**config.mk**
```make
export PLATFORM = sky130hd
export DESIGN_NAME = key_progress
export DESIGN_NICKNAME = d
export VERILOG_FILES = /design/src/rtl/game_pkg.sv /design/src/rtl/box_hit.sv /design/src/rtl/key_progress.sv
export SDC_FILE = /design/constraint.sdc
export NUM_CORES = 1
export LEC_CHECK = 0
export BUFFER_PORTS_ARGS = -buffer_cell sky130_fd_sc_hd__buf_2
export CORE_ASPECT_RATIO = 0.75
export CORE_MARGIN = 2
export CORE_UTILIZATION = 60
export CTS_CLUSTER_SIZE = 28
export DETAILED_ROUTE_END_ITERATION = 16
export PLACE_DENSITY = 0.78
export SYNTH_ARGS = -nofsm -noshare
export SYNTH_HDL_FRONTEND = slang
export SYNTH_HIERARCHICAL = 1
export SYNTH_SLANG_ARGS = --single-unit
export TNS_END_PERCENT = 50
```
**constraint.sdc**
```tcl
create_clock -name clk -period 4.9 [get_ports clk]
set_input_delay 0.245 -clock clk [delete_from_list [all_inputs] [get_ports clk]]
set_output_delay 0.245 -clock clk [all_outputs]
set_load 0.02 [all_outputs]
```
**src/rtl/game_pkg.sv**
```systemverilog
// Shared game definitions for the key/lamp progress logic.
// Holds the top-level game-state encodings, the item-box corners
// (half-resolution pixel coordinates, inclusive, before pickup margin)
// and the progress FSM state type.
package game_pkg;

  typedef logic [3:0] game_state_t;

  localparam game_state_t ST_TITLE    = 4'd0;
  localparam game_state_t ST_STAFF    = 4'd1;
  localparam game_state_t ST_STAGE1   = 4'd2;
  localparam game_state_t ST_SUCCESS1 = 4'd3;
  localparam game_state_t ST_STAGE2   = 4'd4;
  localparam game_state_t ST_SUCCESS2 = 4'd5;
  localparam game_state_t ST_STAGE3   = 4'd6;
  localparam game_state_t ST_SUCCESS3 = 4'd7;
  localparam game_state_t ST_FAIL     = 4'd8;

  typedef struct packed {
    logic [9:0] x_lo;
    logic [9:0] x_hi;
    logic [9:0] y_lo;
    logic [9:0] y_hi;
  } box_t;

  localparam box_t KEY0_BOX = '{x_lo: 10'd70,  x_hi: 10'd79,  y_lo: 10'd40,  y_hi: 10'd49};
  localparam box_t KEY1_BOX = '{x_lo: 10'd250, x_hi: 10'd259, y_lo: 10'd40,  y_hi: 10'd49};
  localparam box_t KEY2_BOX = '{x_lo: 10'd215, x_hi: 10'd224, y_lo: 10'd220, y_hi: 10'd229};
  localparam box_t LAMP_BOX = '{x_lo: 10'd70,  x_hi: 10'd79,  y_lo: 10'd220, y_hi: 10'd229};

  typedef enum logic [1:0] {
    FSM_IDLE = 2'd0,
    FSM_PLAY = 2'd1,
    FSM_DONE = 2'd2
  } fsm_t;

  function automatic logic is_stage(input game_state_t s);
    return (s == ST_STAGE1) || (s == ST_STAGE2) || (s == ST_STAGE3);
  endfunction

endpackage

```
**src/rtl/box_hit.sv**
```systemverilog
// Combinational inclusive hit-test of a player position against a box
// grown by M pixels on every side.
// Ports:
//   px, py               player position (half-res, 9 bits)
//   x_lo/x_hi/y_lo/y_hi  box corners, inclusive (10 bits)
//   hit                  1 when the position lies inside the grown box
module box_hit #(
  parameter int M = 4
) (
  input  logic [8:0] px,
  input  logic [8:0] py,
  input  logic [9:0] x_lo,
  input  logic [9:0] x_hi,
  input  logic [9:0] y_lo,
  input  logic [9:0] y_hi,
  output logic       hit
);

  localparam logic [9:0] MW = 10'(M);

  logic [9:0] px_w, py_w;
  logic [9:0] xl, xh, yl, yh;

  // Low bounds clamp at 0 so boxes near the screen edge cannot underflow.
  always_comb begin
    px_w = {1'b0, px};
    py_w = {1'b0, py};
    xl   = (x_lo >= MW) ? (x_lo - MW) : 10'd0;
    yl   = (y_lo >= MW) ? (y_lo - MW) : 10'd0;
    xh   = x_hi + MW;
    yh   = y_hi + MW;
    hit  = (px_w >= xl) && (px_w <= xh) && (py_w >= yl) && (py_w <= yh);
  end

endmodule

```
**src/rtl/key_progress.sv**
```systemverilog
// Key collection and lamp-timer logic for the current game stage.
// Ports:
//   clk, rst_n          clock, asynchronous active-low reset
//   state               top-level game state
//   player_x, player_y  player position (half-res)
//   tick                one pulse per video frame
//   pick                debounced action-button pulse
//   key_find            keys collected in this stage (0..3)
//   isDark              1 = room dark (STAGE2 only)
//   stage_clear         one-cycle pulse when the third key is taken
module key_progress
  import game_pkg::*;
#(
  parameter int GRAB_MARGIN  = 4,
  parameter int LIGHT_FRAMES = 600,
  parameter int TW           = 10
) (
  input  logic       clk,
  input  logic       rst_n,
  input  logic [3:0] state,
  input  logic [8:0] player_x,
  input  logic [8:0] player_y,
  input  logic       tick,
  input  logic       pick,
  output logic [1:0] key_find,
  output logic       isDark,
  output logic       stage_clear
);

  localparam logic [TW-1:0] LIGHT_LOAD = TW'(LIGHT_FRAMES);

  fsm_t          fsm_q, fsm_d;
  game_state_t   prev_state;
  logic [TW-1:0] timer_q, timer_d;
  logic [1:0]    key_find_d;
  logic          is_dark_d, stage_clear_d;

  box_t key_box;
  logic key_hit, lamp_hit;
  logic in_stage, entry, in_stage2, key_take, lamp_pick;

  always_comb begin
    case (key_find)
      2'd0:    key_box = KEY0_BOX;
      2'd1:    key_box = KEY1_BOX;
      default: key_box = KEY2_BOX;
    endcase
  end

  box_hit #(.M(GRAB_MARGIN)) u_key_hit (
    .px(player_x), .py(player_y),
    .x_lo(key_box.x_lo), .x_hi(key_box.x_hi),
    .y_lo(key_box.y_lo), .y_hi(key_box.y_hi),
    .hit(key_hit)
  );

  box_hit #(.M(GRAB_MARGIN)) u_lamp_hit (
    .px(player_x), .py(player_y),
    .x_lo(LAMP_BOX.x_lo), .x_hi(LAMP_BOX.x_hi),
    .y_lo(LAMP_BOX.y_lo), .y_hi(LAMP_BOX.y_hi),
    .hit(lamp_hit)
  );

  always_comb begin
    in_stage  = is_stage(state);
    entry     = in_stage && (state != prev_state);
    in_stage2 = (state == ST_STAGE2);
    // KEY0 in STAGE2 can only be found with the lamp lit.
    key_take  = (fsm_q == FSM_PLAY) && in_stage && pick && key_hit &&
                !(in_stage2 && (key_find == 2'd0) && isDark);
    // A pick that also takes a key never touches the lamp.
    lamp_pick = (fsm_q == FSM_PLAY) && in_stage2 && pick && lamp_hit && !key_take;
  end

  // FSM state register
  always_ff @(posedge clk or negedge rst_n) begin
    if (!rst_n) begin
      fsm_q      <= FSM_IDLE;
      prev_state <= ST_TITLE;
    end else begin
      fsm_q      <= fsm_d;
      prev_state <= state;
    end
  end

  // FSM next-state
  always_comb begin
    fsm_d = fsm_q;
    if (entry)
      fsm_d = FSM_PLAY;
    else if (!in_stage)
      fsm_d = FSM_IDLE;
    else if (key_take && (key_find == 2'd2))
      fsm_d = FSM_DONE;
  end

  // Output / datapath next values
  always_comb begin
    key_find_d    = key_find;
    is_dark_d     = isDark;
    timer_d       = timer_q;
    stage_clear_d = 1'b0;
    if (entry) begin
      key_find_d = 2'd0;
      timer_d    = '0;
      is_dark_d  = in_stage2;
    end else if (in_stage && (fsm_q == FSM_PLAY)) begin
      if (key_take) begin
        key_find_d = key_find + 2'd1;
        if (key_find == 2'd2)
          stage_clear_d = 1'b1;
      end
      if (in_stage2) begin
        if (lamp_pick) begin
          is_dark_d = 1'b0;
          timer_d   = LIGHT_LOAD;
        end else if (tick && !isDark && (timer_q != '0)) begin
          timer_d = timer_q - TW'(1);
          if (timer_q == TW'(1))
            is_dark_d = 1'b1;
        end
      end
    end
  end

  // Registered outputs
  always_ff @(posedge clk or negedge rst_n) begin
    if (!rst_n) begin
      key_find    <= 2'd0;
      isDark      <= 1'b0;
      stage_clear <= 1'b0;
      timer_q     <= '0;
    end else begin
      key_find    <= key_find_d;
      isDark      <= is_dark_d;
      stage_clear <= stage_clear_d;
      timer_q     <= timer_d;
    end
  end

endmodule

```
# Yosys cells after proc, flatten, opt, wreduce, memory -nomap -nowiden
# Index checks and enable logic that the tools add are counted.
totals:
  out_inout_bits: 4
  in_bits: 26
  word_cells: 90
  regBits: 20
op_classes:
  n_eq_ne: 9
  order_cmp: 10
  n_mux: 24
  n_addsub: 6
  reduce_logical: 35
op_table:
  columns: ["operator", "count"]
  rows:
  - ["$pmux 38 s2", 1]
  - ["$mux 10", 7]
  - ["$add 10x3->10 const B", 2]
  - ["$ge 9x10->1", 2]
  - ["$le 9x10->1", 2]
  - ["$logic_and 1x1->1", 20]
  - ["$mux 2", 6]
  - ["$eq 10x1->1 const B", 1]
  - ["$ge 10x3->1 const B", 1]
  - ["$mux 1", 10]
  - ["$reduce_bool 10->1", 1]
  - ["$sub 10x1->10 const B", 1]
  - ["$sub 10x3->10 const B", 1]
  - ["$ge 9x7->1 const B", 1]
  - ["$ge 9x8->1 const B", 1]
  - ["$le 9x7->1 const B", 1]
  - ["$le 9x8->1 const B", 1]
  - ["$sub 8x3->9 const B", 1]
  - ["$eq 4x3->1 const B", 2]
  - ["$ge 8x3->1 const B", 1]
  - ["$reduce_bool 2->1", 3]
  - ["$reduce_bool 3->1", 2]
  - ["$eq 2x1->1 const B", 2]
  - ["$eq 4x2->1 const B", 1]
  - ["other kinds (10)", 13]

# Longest topological paths before layout
# Gate-level depths: netlist of the first run.
logic_depth:
  ltp_word: 16
  ltp_mapped: 20
  ltp_nobuf: 19

# Hierarchy
# Netlist of the first run, hierarchy kept.
by_module_without_submodules:
  columns: ["module", "area_each_um2", "cells_per_inst", "seq_area_each_um2", "n_inst"]
  rows:
  - ["box_hit (u_lamp_hit)", 1413.9, 189, 0.0, 1]
  - ["box_hit (u_key_hit)", 1385.1, 191, 0.0, 1]
  - ["key_progress", 1214.9, 126, 500.5, 1]

# Worst setup path before layout of the first run
# No wires, ideal clock.
synth_path:
  path_type: "reg2reg"
  start: "register key_find[1]"
  end: "register timer_q[9]"
  arrival_ps: 3953
  setup_slack_ps: 807
  setup_ps: 140
  path_stages_with_launch: 16
  synth_period_minus_slack_ps: 4093
  path_cell_list: "dfrtp_1 inv_1 ha_1 or2_2 inv_1 inv_1 ha_1 nand2b_1 ha_1 a21o_1 a21oi_1 o21ai_0 nor4bb_1 nand4_1 a2111oi_0 a211oi_1"
synth_lines:
  columns: ["element", "line", "source"]
  rows:
  - ["from (decl)", "key_progress.sv:25", "output logic [1:0] key_find,"]
  - ["from (signal assigned)", "key_progress.sv:134", "key_find <= key_find_d;"]
  - ["to (signal assigned)", "key_progress.sv:137", "timer_q <= timer_d;"]
  - ["to (decl)", "key_progress.sv:34", "logic [TW-1:0] timer_q, timer_d;"]

==> results.sh, run 1 <==
export IMPL_end_kind="register"
export IMPL_drv_slew=0
export IMPL_ant_nets=0
export IMPL_clk_latency_ps=260
export IMPL_grt_pass1_wl_um=15600
export IMPL_worst_path_buf_inv=3
export IMPL_clk_pin_slew_ps=70
export IMPL_yosysTopAreaCell="ha_1"
export IMPL_post_cts_buffers=0
export IMPL_critPathMaxFanout=22
export IMPL_tns_ps=0
export IMPL_crit_family="simple AND/OR/NAND/NOR gates"
export IMPL_clockBufferDepth=2
export IMPL_critPathMaxStageDelay_ps=450
export IMPL_antenna_found_initial=0
export IMPL_numPortBuffers=29
export IMPL_p_leak_uw=0.00250
export IMPL_area_growth_syn_to_layout_pct=20.8
export IMPL_power_density_nw_per_um2=107
export IMPL_core_region_area_um2=6380
export IMPL_root_buffer="clkbuf_8"
export IMPL_synth_cells=506
export IMPL_drive_gt1_share_pct=7.92
export IMPL_drcViolationCount=0
export IMPL_hold_viol_final=0
export IMPL_hold_buffers=1
export IMPL_critPathRequiredTime_ps=5070
export IMPL_hold_path_class="in -> reg"
export IMPL_clock_sinks=20
export IMPL_critPathSlowestCell="or2_2"
export IMPL_crit_chain="inv_1 > ha_1 > or2_2 > inv_1 > buf_4 > xor2_1 > nand2_1 > ha_1 > nand3_1 > nand2_1 > a21oi_1 > o21ai_0 > nor4bb_1 > nand4_1 > o2bb2ai_1 > a311oi_1"
export IMPL_critical_path_class="reg -> reg"
export IMPL_worst_clock_skew_ps=1.95
export IMPL_setup_violations_final=0
export IMPL_nets=801
export IMPL_gr_usage_met1_pct=35.1
export IMPL_cts_max_level=1
export IMPL_met3_usage_pct=3.81
export IMPL_whs_ps=146
export IMPL_grt_overflow=0
export IMPL_status="finished clean"
export IMPL_antennaDiodeCount=0
export IMPL_synth_edf_count=0
export IMPL_fillers=520
export IMPL_grtUsageTotal_pct=25.8
export IMPL_cts_buffers=3
export IMPL_syn_avg_cell_area_um2=7.93
export IMPL_use_met2_pct=45.6
export IMPL_r2r_start="key_find[1]$_DFFE_PN0P_"
export IMPL_via_count=3904
export IMPL_final_util_pct=76.0
export IMPL_cts_tree="done"
export IMPL_worstPathArrival_ps=4440
export IMPL_rsz0062_at_grt="false"
export IMPL_synth_main_ff_cell="dfrtp_1"
export IMPL_wirelength_um=9240
export IMPL_drtIter0Drc=155
export IMPL_synth_area_top_cells="ha_1, dfrtp_1, xor2_1"
export IMPL_dieArea_um2=7370
export IMPL_grt_max_degree=23
export IMPL_vdd_ir_drop_max_mv=0.105
export IMPL_yosysUniqueCellTypes=63
export IMPL_dp_hpwl_um=7880
export IMPL_synth_area_um2=4010
export IMPL_hold_start="state[2]"
export IMPL_gp_congestion=0.904
export IMPL_max_freq_mhz=234
export IMPL_cts_resized=0
export IMPL_slew_headroom_pct=21.9
export IMPL_cap_violations=0
export IMPL_synth_top_cell_area_share_pct=28.4
export IMPL_synthArstFlopShare_pct=100
export IMPL_synth_seq_area_share_pct=12.5
export IMPL_finalCriticalPeriod_ps=4280
export IMPL_first_pass_iters=5
export IMPL_yosysMostFrequentCell="ha_1"
export IMPL_yosys_register_bits=20
export IMPL_start_kind="register"
export IMPL_die_y_um=74.8
export IMPL_worst_slew_pin_slew_ps=1160
export IMPL_via_per_inst=5.12
export IMPL_ys_warn_count=6
export IMPL_num_io_pins=30
export IMPL_first_global_vias=3627
export IMPL_period_share_pct=87.3
export IMPL_busiest_layer="met2"
export IMPL_avgRoutedWirePerCell_um=12.1
export IMPL_die_x_um=98.4
export IMPL_post_synth_most_frequent_cells="ha_1, nand2_1, inv_1"
export IMPL_row_count=25
export IMPL_initial_core_util_pct=62.9
export IMPL_startpoint="key_find[1]$_DFFE_PN0P_"
cells by family (layout without fill, tap and decap cells):
logic type      after synthesis  count (layout)  synth area share, %
buf+inv                      41              71                 3.90
compound gates               93              93                 15.2
xor+xnor                     47              47                 10.3
flops                        20              20                 12.5
simple gates                208             208                 28.6
mux                           4               4                 1.06
other cells                   2             148                0.187
fa+ha+maj                    91              91                 28.4
report_power, final:
part | switching (µW) | internal (µW) | leakage [µW]
registers | 2.78 | 169 | 0.000268
logic | 137 | 98.6 | 0.00221
clock network | 54.6 | 54.9 | 0.0000216
total | 194 | 322 | 0.00250
layout make-up:
type	count	area [µm²]	share of cell area, %
clock buffers	3	41.3	0.851
inverters	37	139	2.86
multi-input cells	591	3910	80.5
flip-flops and latches	20	500	10.3
well taps	81	101	2.09
repair buffers	31	163	3.35
metal layers:
layer	routed length, µm	vias to the layer above	share of wire, %
met4	40	0	0.43
met1	4510	1755	49
met3	510	6	5.5
met5	0	-	0
met2	4180	91	45
li1	-	2052	-
final timing paths:
kind | cells past startpoint | to | slack [ps]
setup / recovery | 16 | timer_q[2]$_DFFE_PN0P_ | 620
hold / removal | 1 | prev_state[2]$_DFF_PN0_ | 150
min in group asynchronous | 2 | prev_state[0]$_DFF_PN0_ | 490
setup reg to reg | 16 | timer_q[2]$_DFFE_PN0P_ | 620
hold reg to reg | 1 | fsm_q[0]$_DFFE_PN0P_ | 550
max in group asynchronous | 2 | timer_q[1]$_DFFE_PN0P_ | 4090
state kept, by name (all words and copies together), names as in the netlist:
register and flops:
prev_state 4, stage_clear 1, key_find 2, timer_q 10, fsm_q 2, isDark 1
placed cells by master (no fill, tap or decap), types with 9 or more instances in the layout:
| cell type | count |
|---|---|
| conb_1 | 148 |
| ha_1 | 91 |
| nand2_1 | 65 |
| inv_1 | 37 |
| xor2_1 | 32 |
| a21oi_1 | 29 |
| buf_2 | 29 |
| nor2_1 | 27 |
| nand3_1 | 22 |
| dfrtp_1 | 20 |
| o21ai_0 | 16 |
| nor3_1 | 15 |
| xnor2_1 | 15 |
| nand4_1 | 11 |
| a211oi_1 | 9 |
metrics by stage:
stage	area [µm²]	worst slack [ps]	instances	power, µW
floorplan	4560	807	652	340
global placement	4800	883	759	388
detailed placement	4800	706	759	397
CTS	4850	676	763	509
global route	4850	367	763	563
finish	4850	623	763	517
Power figures use the tool's default switching activity.
==> inputs of run 2 (changes only) <==
--- a/config.mk
+++ b/config.mk
@@ -8,12 +8,12 @@
 export BUFFER_PORTS_ARGS = -buffer_cell sky130_fd_sc_hd__buf_2
 export CORE_ASPECT_RATIO = 0.75
 export CORE_MARGIN = 2
-export CORE_UTILIZATION = 60
+export CORE_UTILIZATION = 56
 export CTS_CLUSTER_SIZE = 28
 export DETAILED_ROUTE_END_ITERATION = 16
-export PLACE_DENSITY = 0.78
+export PLACE_DENSITY = 0.77
+export REMOVE_ABC_BUFFERS = 1
 export SYNTH_ARGS = -nofsm -noshare
 export SYNTH_HDL_FRONTEND = slang
-export SYNTH_HIERARCHICAL = 1
 export SYNTH_SLANG_ARGS = --single-unit
 export TNS_END_PERCENT = 50
==> results.sh, run 2 <==
export IMPL_critPathRequiredTime_ps=5000
export IMPL_drtIter0Drc=119
export IMPL_layout_common_cells="ha_1, buf_2, dfrtp_1"
export IMPL_worst_slew_pin_slew_ps=1030
export IMPL_yosysTopAreaCell="dfrtp_1"
export IMPL_dp_hpwl_um=3520
export IMPL_rsz0062_at_grt="false"
export IMPL_antennaDiodeCount=0
export IMPL_drcViolationCount=0
export IMPL_via_per_inst=6.17
export IMPL_route_met3_wl_um=261
export IMPL_via_count=1629
export IMPL_die_y_um=52.9
export IMPL_dr_wl_met2_um=1990
export IMPL_ys_warn_count=0
export IMPL_synth_main_ff_cell="dfrtp_1"
export IMPL_drv_slew=0
export IMPL_r2r_start="key_find[0]$_DFFE_PN0P_"
export IMPL_finalPower_uw=416
export IMPL_tns_ps=0
export IMPL_grt_max_degree=21
export IMPL_cell_internal_pwr_uw=311
export IMPL_clk_latency_ps=260
export IMPL_top_regs="timer_q x10, prev_state x4"
export IMPL_maxUsedRoutingLayer="met4"
export IMPL_grtUsageTotal_pct=25.6
export IMPL_nets=283
export IMPL_final_common_cell="ha_1"
export IMPL_drive_gt1_share_pct=17.7
export IMPL_hold_start="state[1]"
export IMPL_yosys_register_bits=20
export IMPL_p_sw_uw=106
export IMPL_post_route_worst_setup_slack_ps=1490
export IMPL_max_freq_mhz=293
export IMPL_synth_cells=195
export IMPL_rr_worst_depth=11
export IMPL_pre_cts_slack_ps=1530
export IMPL_syn_avg_cell_area_um2=9.14
export IMPL_root_buffer="clkbuf_8"
export IMPL_die_x_um=69.2
export IMPL_comb_power_share_pct=19.4
export IMPL_power_density_nw_per_um2=204
export IMPL_met1_length_um=2020
export IMPL_cts_buffers=3
export IMPL_end_kind="register"
export IMPL_min_delay_path_depth=1
export IMPL_first_global_vias=1542
export IMPL_num_io_pins=30
export IMPL_pwr_share_seq_pct=41.2
export IMPL_numPortBuffers=29
export IMPL_hold_buffers=1
export IMPL_synth_area_um2=1780
export IMPL_clock_sinks=20
export IMPL_crit_chain="inv_1 > ha_1 > or2_2 > inv_1 > ha_1 > nand2_1 > a311o_1 > a2111oi_1 > a211oi_2 > a31oi_1 > o31ai_1"
export IMPL_worstPathArrival_ps=3510
export IMPL_startpoint="key_find[0]$_DFFE_PN0P_"
export IMPL_yosysMostFrequentCell="ha_1"
export IMPL_row_count=17
export IMPL_cts_max_level=1
export IMPL_period_share_pct=69.6
export IMPL_largest_reg_flops=10
export IMPL_ant_nets=0
export IMPL_cap_violations=0
export IMPL_critPathSlowestCell="a31oi_1"
export IMPL_avgRoutedWirePerCell_um=16.3
export IMPL_clk_pin_slew_ps=70
export IMPL_wirelength_um=4310
export IMPL_switching_share_pct=25.4
export IMPL_post_cts_buffers=0
export IMPL_start_kind="register"
export IMPL_synth_edf_count=0
export IMPL_slew_headroom_pct=31.1
export IMPL_worst_clock_skew_ps=1.91
export IMPL_grt_overflow=0
export IMPL_status="finished clean"
export IMPL_synth_seq_area_share_pct=28.1
export IMPL_grt_pass1_wl_um=7240
export IMPL_clockBufferDepth=2
export IMPL_core_region_area_um2=2980
export IMPL_synth_top_cell_area_share_pct=28.1
export IMPL_hold_path_class="in -> reg"
export IMPL_cts_tree="done"
export IMPL_gp_congestion=0.983
export IMPL_setup_violations_final=0
export IMPL_post_synth_most_frequent_cells="ha_1, dfrtp_1, nor2_1"
export IMPL_hold_viol_final=0
export IMPL_synth_area_top_cells="dfrtp_1, ha_1, xor2_1"
export IMPL_first_pass_iters=4
export IMPL_p_leak_uw=0.000940
export IMPL_initial_core_util_pct=59.9
export IMPL_antenna_found_initial=0
export IMPL_finalCriticalPeriod_ps=3410
export IMPL_critPathMaxFanout=9
export IMPL_area_growth_syn_to_layout_pct=14.3
export IMPL_critical_path_class="reg -> reg"
export IMPL_synthArstFlopShare_pct=100
export IMPL_p_clk_share_pct=39.4
export IMPL_vdd_ir_drop_max_mv=0.168
export IMPL_top_register="timer_q"
export IMPL_dieArea_um2=3660
export IMPL_critPathMaxStageDelay_ps=500
export IMPL_yosysUniqueCellTypes=47
export IMPL_cts_resized=0
## run 2: cell count changes in the layout (fill, tap and decap cells not counted), moves of 8 or more
cell and delta:
a211oi_1 -8, inv_1 -25, ha_1 -61, conb_1 -147
xnor2_1 -13, nand2_1 -53, xor2_1 -22, nor2_1 -11
o21ai_0 -9, nand3_1 -14, a21oi_1 -22
## run 2: power by group through the flow
stage | Clock [µW] | Sequential (µW) | Combinational, µW
6_report | 164 | 172 | 80.6
5_1_grt | 177 | 172 | 90.9
4_1_cts | 166 | 172 | 80.2
3_5_place_dp | 0 | 175 | 79.0
3_3_place_gp | 0 | 175 | 75.2
2_1_floorplan | 0 | 176 | 43.4
## run 2: critical path, delay by kind of cell (launching register included)
kind / cells / cell delay [ps]
AOI/OAI and AO/OA: 5 / 1610
and+or+nand+nor: 2 / 480
adders and majority gates: 2 / 450
DFF: 1 / 390
buffers and inverters: 2 / 320
## run 2: worst paths after layout
check                                          end  slack [ps]
hold / removal             prev_state[1]$_DFF_PN0_         140
max in group asynchronous   timer_q[4]$_DFFE_PN0P_        4140
min in group asynchronous    stage_clear$_DFF_PN0_         450
setup reg to reg                isDark$_DFFE_PN0P_        1490
hold reg to reg               fsm_q[0]$_DFFE_PN0P_         510
setup / recovery                isDark$_DFFE_PN0P_        1490
## run 2: per-stage QoR
step / cells / utilization (%) / hold WS, ps / instance area, µm²
global placement: 259 / 65.7 / 206 / 1960
detailed placement: 259 / 65.7 / 214 / 1960
finish: 264 / 68.4 / 145 / 2040
CTS: 264 / 68.4 / 145 / 2040
floorplan: 192 / - / -50.6 / 1760
global route: 264 / 68.4 / 135 / 2040
## run 2: final cells by class
type | instances | area, µm²
sequential | 20 | 500
clock inverter | 1 | 30.0
clock buffer | 3 | 41.3
fill | 239 | 940
inverter | 12 | 45.0
multi-input combinational | 160 | 1220
tap | 38 | 47.5
timing repair buffer | 30 | 155
## run 2: routing by layer
metal / vias up / track usage, %
met5: - / 0
met4: 0 / 3.92
met3: 9 / 6.29
met2: 58 / 43.9
met1: 778 / 34.1
li1: 784 / -
## run 2: cells by family (layout without fill, tap and decap cells)
group	count (synthesis)	count (layout)	share of synthesized area [%]
and+or+nand+nor	79	79	24.9
adders and majority gates	30	30	21.1
buffers and inverters	15	46	3.58
DFF	20	20	28.1
AOI/OAI and AO/OA	38	38	16.3
other	1	1	0.210
xor gates and xnor gates	12	12	5.89
==> inputs of run 3 (changes only) <==
==> constraint.sdc (replaced) <==
create_clock -name clk -period 3.5 [get_ports clk]
set_input_delay 0.175 -clock clk [delete_from_list [all_inputs] [get_ports clk]]
set_output_delay 0.175 -clock clk [all_outputs]
set_load 0.02 [all_outputs]
==> results.sh, run 3 (same netlist as run 2, synthesis figures left out) <==
export IMPL_regToRegSetupSlack_ps=220
export IMPL_worst_clock_skew_ps=1.53
export IMPL_cap_violations=0
export IMPL_ant_nets=0
export IMPL_crit_chain="inv_1 > ha_1 > or2_2 > ha_1 > and4b_1 > a311oi_1 > or4_1 > and2_1 > a21o_1 > nor4b_1"
export IMPL_cp_depth=10
export IMPL_area_growth_syn_to_layout_pct=15.4
export IMPL_top_register="timer_q"
export IMPL_num_io_pins=30
export IMPL_clk_latency_ps=260
export IMPL_grtUsageTotal_pct=27.9
export IMPL_cell_internal_pwr_uw=436
export IMPL_critPathSlowestCell="or4_1"
export IMPL_ff_latch_area_um2=500
export IMPL_fillers=246
export IMPL_clockBufferDepth=2
export IMPL_max_freq_mhz=305
export IMPL_root_buffer="clkbuf_8"
export IMPL_antenna_found_initial=0
export IMPL_drcViolationCount=0
export IMPL_drv_slew=0
export IMPL_pwr_share_seq_pct=40.6
export IMPL_tns_ps=0
export IMPL_layout_common_cells="ha_1, buf_2, dfrtp_1"
export IMPL_via_per_inst=6.31
export IMPL_critPathMaxFanout=9
export IMPL_final_util_pct=69.1
export IMPL_first_pass_iters=4
export IMPL_hold_viol_final=0
export IMPL_largest_reg_flops=10
export IMPL_end_kind="register"
export IMPL_cpMostUsedCell="ha_1"
export IMPL_p_clk_share_pct=39.5
export IMPL_drtIter0Drc=148
export IMPL_clock_sinks=20
export IMPL_critPathRequiredTime_ps=3600
export IMPL_r2r_start="key_find[0]$_DFFE_PN0P_"
export IMPL_multi_input_comb_area_um2=1230
export IMPL_row_count=17
export IMPL_core_region_area_um2=2980
export IMPL_critPathMaxStageDelay_ps=560
export IMPL_endpoint="timer_q[0]$_DFFE_PN0P_"
export IMPL_worst_slew_pin_slew_ps=1000
export IMPL_reg2reg_to="timer_q[0]$_DFFE_PN0P_"
export IMPL_first_global_vias=1643
export IMPL_rsz0062_at_grt="false"
export IMPL_rr_worst_depth=10
export IMPL_worstPathArrival_ps=3380
export IMPL_p_sw_uw=154
export IMPL_antennaDiodeCount=0
export IMPL_power_density_nw_per_um2=287
export IMPL_cts_buffers=3
export IMPL_finalCriticalPeriod_ps=3280
export IMPL_switching_share_pct=26.1
export IMPL_gp_congestion=0.964
export IMPL_grt_pass1_wl_um=7860
export IMPL_slew_headroom_pct=32.9
export IMPL_grt_max_degree=21
export IMPL_clk_pin_slew_ps=80
export IMPL_avgRoutedWirePerCell_um=17.4
export IMPL_dieArea_um2=3660
export IMPL_p_leak_uw=0.000947
export IMPL_setup_violations_final=0
export IMPL_grt_overflow=0
export IMPL_startpoint="key_find[0]$_DFFE_PN0P_"
export IMPL_cts_max_level=1
export IMPL_numPortBuffers=29
export IMPL_dp_hpwl_um=3600
export IMPL_initial_core_util_pct=59.9
export IMPL_comb_power_share_pct=19.9
export IMPL_die_y_um=52.9
export IMPL_cts_tree="done"
export IMPL_crit_family="simple AND/OR/NAND/NOR gates"
export IMPL_start_kind="register"
export IMPL_hold_path_class="in -> reg"
export IMPL_nets=284
export IMPL_status="finished clean"
export IMPL_via_count=1672
export IMPL_vdd_ir_drop_max_mv=0.211
export IMPL_final_common_cell="ha_1"
export IMPL_drive_gt1_share_pct=18.5
export IMPL_period_share_pct=93.6
export IMPL_worst_path_buf_inv=1
export IMPL_die_x_um=69.2
export IMPL_wirelength_um=4620
export IMPL_critical_path_class="reg -> reg"
export IMPL_top_regs="timer_q x10, prev_state x4"
## run 3: cell types whose count changed in the layout (fill, tap and decap cells not counted)
cell,previous run,this run
and2_1,1,2
a2111oi_1,1,0
a211oi_4,0,1
a2111oi_2,1,2
buf_4,0,1
and2_0,1,0
a211oi_2,1,0
## run 3: repair_timing
item,in CTS,in global routing
endpoints found under the hold margin,20,0
setup endpoints to repair,0,3
setup buffers,0,0
hold buffers,1,0
gates resized for setup,0,3
## run 3: worst min path at each step
stage,endpoint,startpoint,depth (start not counted)
final,prev_state[2]$_DFF_PN0_,state[2],1
after global routing,prev_state[2]$_DFF_PN0_,state[2],1
after CTS,prev_state[2]$_DFF_PN0_,state[2],1
after detailed placement,stage_clear$_DFF_PN0_,rst_n,1
after global placement,stage_clear$_DFF_PN0_,rst_n,1
after floorplan,fsm_q[0]$_DFFE_PN0P_,rst_n,0
## run 3: worst reg2reg max path: cells and delay by family, from the launching register on
kind	cells	cell delay, ps
and+or+nand+nor	5	1660
adders and majority gates	2	640
DFF	1	400
AOI/OAI and AO/OA	2	300
buffers and inverters	1	120
## run 3: power groups by stage
stage	registers (µW)	logic (µW)	clock network, µW
finish	240	117	233
detailed placement	245	112	0
global placement	245	104	0
CTS	240	113	233
global route	241	132	239
floorplan	246	60.7	0
## run 3: metal layers
metal,track usage [%],part of all wire [%],vias up
met4,6.54,0.95,0
met3,5.52,6.1,6
li1,-,-,783
met5,0,0,-
met2,48.6,46,70
met1,36.3,47,813
## run 3: area by class of cell
cell class              instances  area share, %
clock inverters                 1           1.46
flip-flops and latches         20           24.3
well taps                      38           2.31
inverters                      12           2.19
repair buffers                 31           7.90
multi-input cells             160           59.8
clock buffers                   3           2.01
## run 3: through the flow
step | setup slack, ps | std cells | hold WS [ps] | instance area [µm²] | power, µW
2_1_floorplan | 322 | 192 | -121 | 1760 | 307
3_3_place_gp | 350 | 260 | 136 | 1960 | 349
3_5_place_dp | 214 | 260 | 149 | 1960 | 356
4_1_cts | 207 | 265 | 67.5 | 2050 | 586
5_1_grt | 23.5 | 265 | 69.3 | 2060 | 611
6_report | 224 | 265 | 67.4 | 2060 | 590
